<file path="config.mk">
export PLATFORM = sky130hd
export DESIGN_NAME = calc_exec_seq
export DESIGN_NICKNAME = d
export VERILOG_FILES = /design/src/rtl/calc_exec_seq.sv
export SDC_FILE = /design/constraint.sdc
export NUM_CORES = 1
export LEC_CHECK = 0
export ABC_AREA = 0
export BUFFER_PORTS_ARGS = -buffer_cell sky130_fd_sc_hd__buf_2
export CORE_MARGIN = 4
export CORE_UTILIZATION = 60
export DETAILED_ROUTE_END_ITERATION = 10
export PLACE_DENSITY = 0.81
export SKIP_CTS_REPAIR_TIMING = 1
export SYNTH_ARGS = -nofsm -noshare
export SYNTH_HDL_FRONTEND = slang
export SYNTH_SLANG_ARGS = --single-unit
</file>
<file path="constraint.sdc">
create_clock -name CLK_1K -period 5.6 [get_ports CLK_1K]
set_input_delay 0.56 -clock CLK_1K [delete_from_list [all_inputs] [get_ports CLK_1K]]
set_output_delay 0.56 -clock CLK_1K [all_outputs]
set_load 0.03 [all_outputs]
</file>
<file path="src/rtl/calc_exec_seq.sv">
// calc_exec_seq: runs one BCD calculator operation (BCD->bin, add/sub/mul/div, bin->BCD).
// Define CALC_REM_EN to convert and drive the division remainder on rem.
module calc_exec_seq #(
    parameter int DIGITS = 6,
    parameter int BIN_W  = 20
) (
    input  logic                CLK_1K,
    input  logic                RST,
    input  logic                start,
    input  logic [3:0]          opcode,
    input  logic [4*DIGITS-1:0] opa,
    input  logic [4*DIGITS-1:0] opb,
    output logic                busy,
    output logic                done,
    output logic [4*DIGITS-1:0] result,
    output logic                neg,
    output logic                ovf,
    output logic                err,
    output logic [4*DIGITS-1:0] rem
);
    localparam int BW = 4*DIGITS;
    localparam int CW = $clog2(BIN_W+1);
    localparam logic [BIN_W:0]     MAXS = (BIN_W+1)'(10**DIGITS-1);
    localparam logic [2*BIN_W-1:0] MAXP = (2*BIN_W)'(10**DIGITS-1);
    localparam logic [3:0] OP_ADD = 4'ha, OP_SUB = 4'hb, OP_MUL = 4'hc, OP_DIV = 4'hd;

    typedef enum logic [2:0] {IDLE, CONV, EXEC, BACK, DONE} state_t;
    state_t state, nstate;

    logic [CW-1:0]      cnt;
    logic [3:0]         op;
    logic [BW-1:0]      qa, qb, bcd, bcd_n;
    logic [BIN_W-1:0]   a, b, a_n, b_n, sh, ev, diff;
    logic [BIN_W:0]     sum, rs, rd;
    logic [2*BIN_W-1:0] p, p_n, p_mul, p_div;
    logic [3:0]         da, db;
    logic               bad, op_ok, conv_last, conv_err, exec_last, exec_ovf, back_last, ge;
    logic               neg_i, err_i, busy_n, done_n;

    // one double-dabble step: add 3 to every nibble >= 5, then shift in the next binary bit
    function automatic logic [BW-1:0] dd(input logic [BW-1:0] v, input logic s);
        logic [BW-1:0] t;
        for (int i = 0; i < DIGITS; i++)
            t[4*i +: 4] = v[4*i +: 4] >= 4'd5 ? v[4*i +: 4] + 4'd3 : v[4*i +: 4];
        return {t[BW-2:0], s};
    endfunction

    always_comb begin
        da        = qa[BW-1 -: 4];
        db        = qb[BW-1 -: 4];
        a_n       = a * BIN_W'(10) + BIN_W'(da);
        b_n       = b * BIN_W'(10) + BIN_W'(db);
        bad       = (da > 4'd9) || (db > 4'd9);
        op_ok     = (op >= OP_ADD) && (op <= OP_DIV);
        conv_last = (state == CONV) && (cnt == CW'(DIGITS-1));
        conv_err  = err_i || bad || !op_ok || ((op == OP_DIV) && (b_n == '0));
        sum       = {1'b0, a} + {1'b0, b};
        diff      = a >= b ? a - b : b - a;
        p_mul     = {{1'b0, p[2*BIN_W-1:BIN_W]} + (p[0] ? {1'b0, a} : '0), p[BIN_W-1:1]};
        rs        = {p[2*BIN_W-1:BIN_W], p[BIN_W-1]};
        rd        = rs - {1'b0, b};
        ge        = rs >= {1'b0, b};
        p_div     = {ge ? rd[BIN_W-1:0] : rs[BIN_W-1:0], p[BIN_W-2:0], ge};
        p_n       = op == OP_MUL ? p_mul : p_div;
        exec_last = (state == EXEC) && (op == OP_ADD || op == OP_SUB || cnt == CW'(BIN_W-1));
        exec_ovf  = op == OP_ADD ? sum > MAXS : (op == OP_MUL) && (p_n > MAXP);
        ev        = op == OP_ADD ? sum[BIN_W-1:0] : op == OP_SUB ? diff : p_n[BIN_W-1:0];
        back_last = (state == BACK) && (cnt == CW'(BIN_W-1));
        bcd_n     = dd(bcd, sh[BIN_W-1]);
    end

    always_ff @(posedge CLK_1K or negedge RST)
        if (!RST) state <= IDLE;
        else      state <= nstate;

    always_comb begin
        nstate = state;
        case (state)
            IDLE:    nstate = start ? CONV : IDLE;
            CONV:    nstate = conv_last ? (conv_err ? DONE : EXEC) : CONV;
            EXEC:    nstate = exec_last ? (exec_ovf ? DONE : BACK) : EXEC;
            BACK:    nstate = back_last ? DONE : BACK;
            default: nstate = IDLE;
        endcase
    end

    always_comb begin
        busy_n = (nstate != IDLE) && (nstate != DONE);
        done_n = nstate == DONE;
    end

    always_ff @(posedge CLK_1K or negedge RST) begin
        if (!RST) begin
            {busy, done, neg, ovf, err, neg_i, err_i} <= '0;
            {cnt, op, qa, qb, a, b, p, sh, bcd, result} <= '0;
        end else begin
            busy <= busy_n;
            done <= done_n;
            cnt  <= nstate != state ? '0 : cnt + 1'b1;
            case (state)
                IDLE: if (start) begin
                    {op, qa, qb} <= {opcode, opa, opb};
                    {a, b, neg_i, err_i, neg, ovf, err} <= '0;
                end
                CONV: begin
                    qa    <= qa << 4;
                    qb    <= qb << 4;
                    a     <= a_n;
                    b     <= b_n;
                    err_i <= err_i | bad;
                    // the multiplier or dividend sits in the low half of p
                    if (conv_last) p <= {{BIN_W{1'b0}}, op == OP_DIV ? a_n : b_n};
                    if (conv_last && conv_err) begin
                        result <= '0;
                        err    <= 1'b1;
                    end
                end
                EXEC: begin
                    p <= p_n;
                    if (exec_last) begin
                        sh    <= ev;
                        bcd   <= '0;
                        neg_i <= (op == OP_SUB) && (a < b);
                    end
                    if (exec_last && exec_ovf) begin
                        ovf    <= 1'b1;
                        result <= {DIGITS{4'h9}};
                    end
                end
                BACK: begin
                    bcd <= bcd_n;
                    sh  <= sh << 1;
                    if (back_last) begin
                        result <= bcd_n;
                        neg    <= neg_i;
                    end
                end
                default: ;
            endcase
        end
    end

`ifdef CALC_REM_EN
    logic [BIN_W-1:0] rsh;
    logic [BW-1:0]    rbcd, rbcd_n;
    assign rbcd_n = dd(rbcd, rsh[BIN_W-1]);

    always_ff @(posedge CLK_1K or negedge RST) begin
        if (!RST) begin
            {rsh, rbcd, rem} <= '0;
        end else begin
            if (state == IDLE && start) rem <= '0;
            if (exec_last) begin
                rsh  <= op == OP_DIV ? p_n[2*BIN_W-1:BIN_W] : '0;
                rbcd <= '0;
            end
            if (state == BACK) begin
                rbcd <= rbcd_n;
                rsh  <= rsh << 1;
            end
            if (back_last) rem <= rbcd_n;
        end
    end
`else
    assign rem = '0;
`endif
endmodule

</file>
* Yosys cells after proc, flatten, opt, wreduce, memory -nomap -nowiden
Index checks and enable logic that the tools add are counted.
** Word-level totals
- Register bits after elaboration :: 215
- Input bits :: 55
- Output and inout bits :: 53
- Word-level logic and storage cells :: 152
** Cells by class
- Add/sub/neg operators :: 14
- Multipliers :: 2
- Order comparisons :: 15
- Eq/ne operators :: 18
- Muxes and demuxes :: 49
- Bitwise logic cells :: 1
- Reductions and logical operators :: 35
** Operator list (count)
- $mux W20 :: 8
- $mux W24 :: 6
- $pmux W24 S2 :: 3
- $pmux W20 S2 :: 3
- $mux W40 :: 2
- $pmux W40 S2 :: 1
- $pmux W24 S3 :: 1
- $sub A20 B20 Y20 :: 3
- $add A20 B20 Y21 :: 2
- $add A20 B4 Y20 :: 2
- $gt A40 B20 Y1 const B :: 1
- $mul A20 B3 Y19 const B :: 2
- $ge A4 B3 Y1 const B :: 6
- $ge A21 B20 Y1 :: 1
- $gt A21 B20 Y1 const B :: 1
- $add A4 B2 Y4 const B :: 5
- $ge A20 B20 Y1 :: 1
- $logic_not A20 Y1 :: 1
- $lt A20 B20 Y1 :: 1
- $mux W4 :: 5
- $mux W3 :: 6
- $eq A4 B4 Y1 const B :: 4
- $pmux W3 S4 :: 1
- $reduce_and A3 Y1 :: 4
- 26 further kinds :: 64

* Depth between registers and ports, before layout
- Depth in word-level cells :: 11
- Gate-level depth with buffers :: 18
- Mapped depth without buffers :: 16

* Worst setup path after synthesis
Ideal clock, no wire load.
- Kind :: reg-to-reg
- Start :: register b[1]
- End :: register result[10]
- Setup time :: 0.121 ns
- Data arrival time :: 4.813 ns
- Data required time :: 5.479 ns
- Slack :: 0.666 ns
- Cell stages (with the launch flop) :: 17
- Buffers on the path :: 1
- Clock period less this slack :: 4.934 ns
- Path through :: dfrtp_1 > ha_1 > ha_1 > fa_1 > a21o_1 > a221oi_1 > xnor2_1 > nand4_1 > or4_1 > xnor2_1 > or4b_1 > nor4b_1 > nand4_1 > a21oi_2 > nor3_4 > buf_2 > a22o_1
** Between the ends
- Word-level cells in the longest chain between the ends :: 9
- Elaborated cells between the ends (all ways) :: 19
- Those cells by class :: add/sub (3); mul (1); order compare (3); eq/ne (2); mux (3); reduce/logical (7)
** RTL lines
- start, declared :: line 33 : logic [BIN_W-1:0] a, b, a_n, b_n, sh, ev, diff;
- start signal, assigned :: line 109 : b <= b_n;
- branches (longest 8 deep; another with $mul A20 B3 Y19)
- $reduce_and A4 Y1 (no source line) (*)
- end signal, assigned :: line 127 : result <= {DIGITS{4'h9}};
- end signal, assigned :: line 134 : result <= bcd_n;
- end, declared :: line 15 : output logic [4*DIGITS-1:0] result,
Mark *: on every way between the ends.
A chain may end at the register's enable or synchronous reset.

* Worst setup path after layout
- Start :: register p[19]
- End :: register result[17]
** Between the ends
- Word-level cells in the longest chain between the ends :: 9
- Elaborated cells between the ends (all ways) :: 10
- Those cells by class :: add/sub (1); order compare (2); eq/ne (1); mux (3); reduce/logical (3)
** RTL lines
- start, declared :: line 35 : logic [2*BIN_W-1:0] p, p_n, p_mul, p_div;
- start signal, assigned :: line 112 : if (conv_last) p <= {{BIN_W{1'b0}}, op == OP_DIV ? a_n : b_n};
- start signal, assigned :: line 119 : p <= p_n;
- $sub A20 B20 Y20 / $ge A21 B20 Y1 (equally long branches) :: line 61, 62
- $mux W20 :: line 63 : p_div = {ge ? rd[BIN_W-1:0] : rs[BIN_W-1:0], p[BIN_W-2:0], ge};
- $mux W40 (*) :: line 64 : p_n = op == OP_MUL ? p_mul : p_div;
- $gt A40 B20 Y1 (*) :: line 66 : exec_ovf = op == OP_ADD ? sum > MAXS : (op == OP_MUL) && (p_n > MAXP);
- $logic_and A1 B1 Y1 (*) :: line 66
- $mux W1 (*) :: line 66
- $logic_and A1 B1 Y1 (*) :: line 125 : if (exec_last && exec_ovf) begin
- $ne A2 B1 Y1 (no source line) (*)
- $reduce_and A4 Y1 (no source line) (*)
Mark *: on every way between the ends. The rest lies on a longest branch, timed or not.

==> impl_results.md <==
* First-pass DRT Iterations at 6
* Htree depth at 1
* Gr ovfl total at 0
* Worst slack at placement at around 0.26 ns
* Gr usage total at 0.3907
* Count leader, synth: nor2_1
* # rows at 64
* RR Startpoint: p[19]
* Initial Utilization at 0.6076
* IO Pins at 108
* FILL cells at roughly 2,500
* Remaining antenna violation count after routing at 0
* Synth area leaders: dfrtp_1, ha_1, nor2_1
* Post-route insts no fill at around 2,700
* Iter 0 DRT Violations at between 1,500 and 2,000
* Die ar. at approximately 0.034 mm²
* CTS Buf Count at 25
* Bufs and invs on worst path at 3
* CP Class: register to register
* Minimum clock period at 5.346 ns
* Worst-case reg-to-reg path depth at 17
* Post-DP Area at 0.01942 mm²
* Initial antenna violation count at 3
* First-pass GRT wire length at around 100,000 µm
* WL/cell at 25.02 µm
* Area Growth Syn to Fin at 9.317%
* I/O Buffers at just over 80
* CP dominant cell by count: inv_1
* Status: complete, no violations
* Vias per inst at 6.815
* Fin nets at about 2,500
* Max Fclk at 187.1 MHz
* Crit-path leading delay family: compound AO/OA/AOI/OAI gates
* Most frequent cells after synthesis: nor2_1, dfrtp_1, ha_1, nand2_1, a21oi_1
* Synth Warn # at 0
* WP depth at 17
* Max-cap check violation count at 0
* Finish-stage setup viols at 0
* R2R Path End: result[17]
* Post-route setup slack at between 0.2 and 0.3 ns
* Worst-margin pin slew at between 1 and 1.5 ns
* Worst path arrival time at ~5.7 ns
* Synth top area share at 0.2895
* Die Span Y at 184.0 µm
* Yosys reg bits at between 200 and 250
* Avg Cell Area, Syn at 8.298 µm²
* # DRC at 0
* Post-synthesis cell count at 2,240
* Top FF cell, synth: dfrtp_1
* CTS Root Cell: clkbuf_16
* Highest-delay cell along the critical path: nor2_1
* Hold WC Path Type: primary input to asynchronous set/reset pin
* Worst Setup End Kind: register
* Slowest stage delay, CP at ~0.8 ns
* CP required at 5.98 ns
* CTS tree: yes
* Pins Over Slew Limit at 0
* Final Hold Viols at 0
* Synth cell types at 93
* Later-pin clock latency in the skew report at approximately 0.54 ns
* DIE WIDTH at 184.0 µm
* Worst-path clk slew at 0.06 ns
* Dominant cell type by area after synthesis: dfrtp_1
* Mapped Area at approximately 0.019 mm²
* Slew margin rel. at 0.3056
* Via count at between 15,000 and 20,000
* Gpl congestion at roughly 1.0
* Core area at between 0.03 and 0.04 mm²
* CTS max path bufs at 3
* CP Cell Sequence: inv_1, ha_1, inv_1, fa_1, a21o_1, a221oi_4, o211ai_1, a211oi_2, mux2i_1, a2111oi_0, a2bb2oi_1, nand4b_1, nor4_2, buf_4, a31oi_2, nor2_1, o2bb2ai_1
* Critical Path Fanout Max at 11
* Layout cells sized above 1 at 0.1004
* Pin count of the biggest net entering global routing at roughly 120
* FFs w/ async S/R, synth at 1.000
* Reg2reg setup slack at 0.25 ns
* # clock sinks at roughly 220
* Dpl hpwl at 52,500 µm
* Skew final at 0.01191 ns
* Vias in the first global route at 17,505
* DRT Wirelength at 67,770 µm
* Startpoint class of the critical path: register
* EDFF count, synth at 0
* Design area at 0.02032 mm²
* DP Cell Count at roughly 2,700
* Sequential share of the synthesized area at 0.2895
* Tcrit/Tclk final at 0.9546
layout make-up:
cell class,count,area (µm²),share of cell area
Clock buffer,30,684.4,0.03368
Timing Repair Buffer,139,845.8,0.04163
Clock inverter,15,188.9,0.009299
Sequential cell,215,5380,0.2648
Multi-Input combinational cell,1810,12340,0.6072
Antenna cell,1,2.502,0.0001232
Tap cell,396,495.5,0.02439
Inverter,102,382.9,0.01884
stage by stage:
stage                     TNS [ns]  hold slack (ns)  utilization
after floorplan                  0           0.2644            -
after global placement           0           0.4639       0.6349
after detailed placement         0           0.4709       0.6349
after CTS                        0           0.1370       0.6634
after global routing       -0.2180           0.1711       0.6641
final                            0          0.07673       0.6642
placed cells by master, fill, tap and decap left out, drive strengths merged, types with 19 or more instances in the layout:
cell type	synthesis	routed
nor2	234	234
dfrtp	215	215
ha	181	181
nand2	170	170
a21oi	160	160
buf	44	139
o21ai	131	131
inv	100	107
xnor2	81	81
nand3	80	80
o22ai	69	69
a21o	49	49
nor3	45	45
xor2	42	42
mux2i	42	42
nand4	33	33
and2	32	32
clkbuf	92	30
a31oi	28	28
nor2b	26	26
o211ai	26	26
a22o	26	26
o31ai	25	25
conb	1	24
a211oi	21	21
o21a	19	19
layer usage:
metal / vias to the layer above / track usage / wire [µm]
li1: 8245 / - / -
met1: 8852 / 0.5154 / 26880
met2: 1105 / 0.6032 / 29360
met3: 248 / 0.07736 / 6604
met4: 4 / 0.2180 / 4853
met5: - / 0 / 69
kinds of logic after synthesis:
family,count (synthesis),synth area share
AO/OA/AOI/OAI,692,0.2473
XOR/XNOR,123,0.05796
adder cells (fa/ha/maj),190,0.1315
buffers and inverters,238,0.05500
flip-flops,215,0.2895
multiplexers,48,0.02625
other,1,0.0002018
AND/OR/NAND/NOR,733,0.1923
worst max path at each step:
stage | start | end | slack, ns
2_1_floorplan | b[1] | result[10] | 0.67
3_3_place_gp | b[3] | result[14] | 0.39
3_5_place_dp | b[3] | result[20] | 0.26
4_1_cts | b[3] | result[20] | 0.22
5_1_grt | b[3] | result[12] | -0.04
6_report | p[19] | result[17] | 0.25
registers in the layout, summed over array words and instances (netlist names), 4 cells and up:
name    count
p          40
b          20
qa         24
bcd        24
cnt         5
sh         20
qb         24
result     24
op          4
a          20
Power is not shown: default switching activity piles up to over one toggle a cycle in this logic, so the estimate is an artifact.
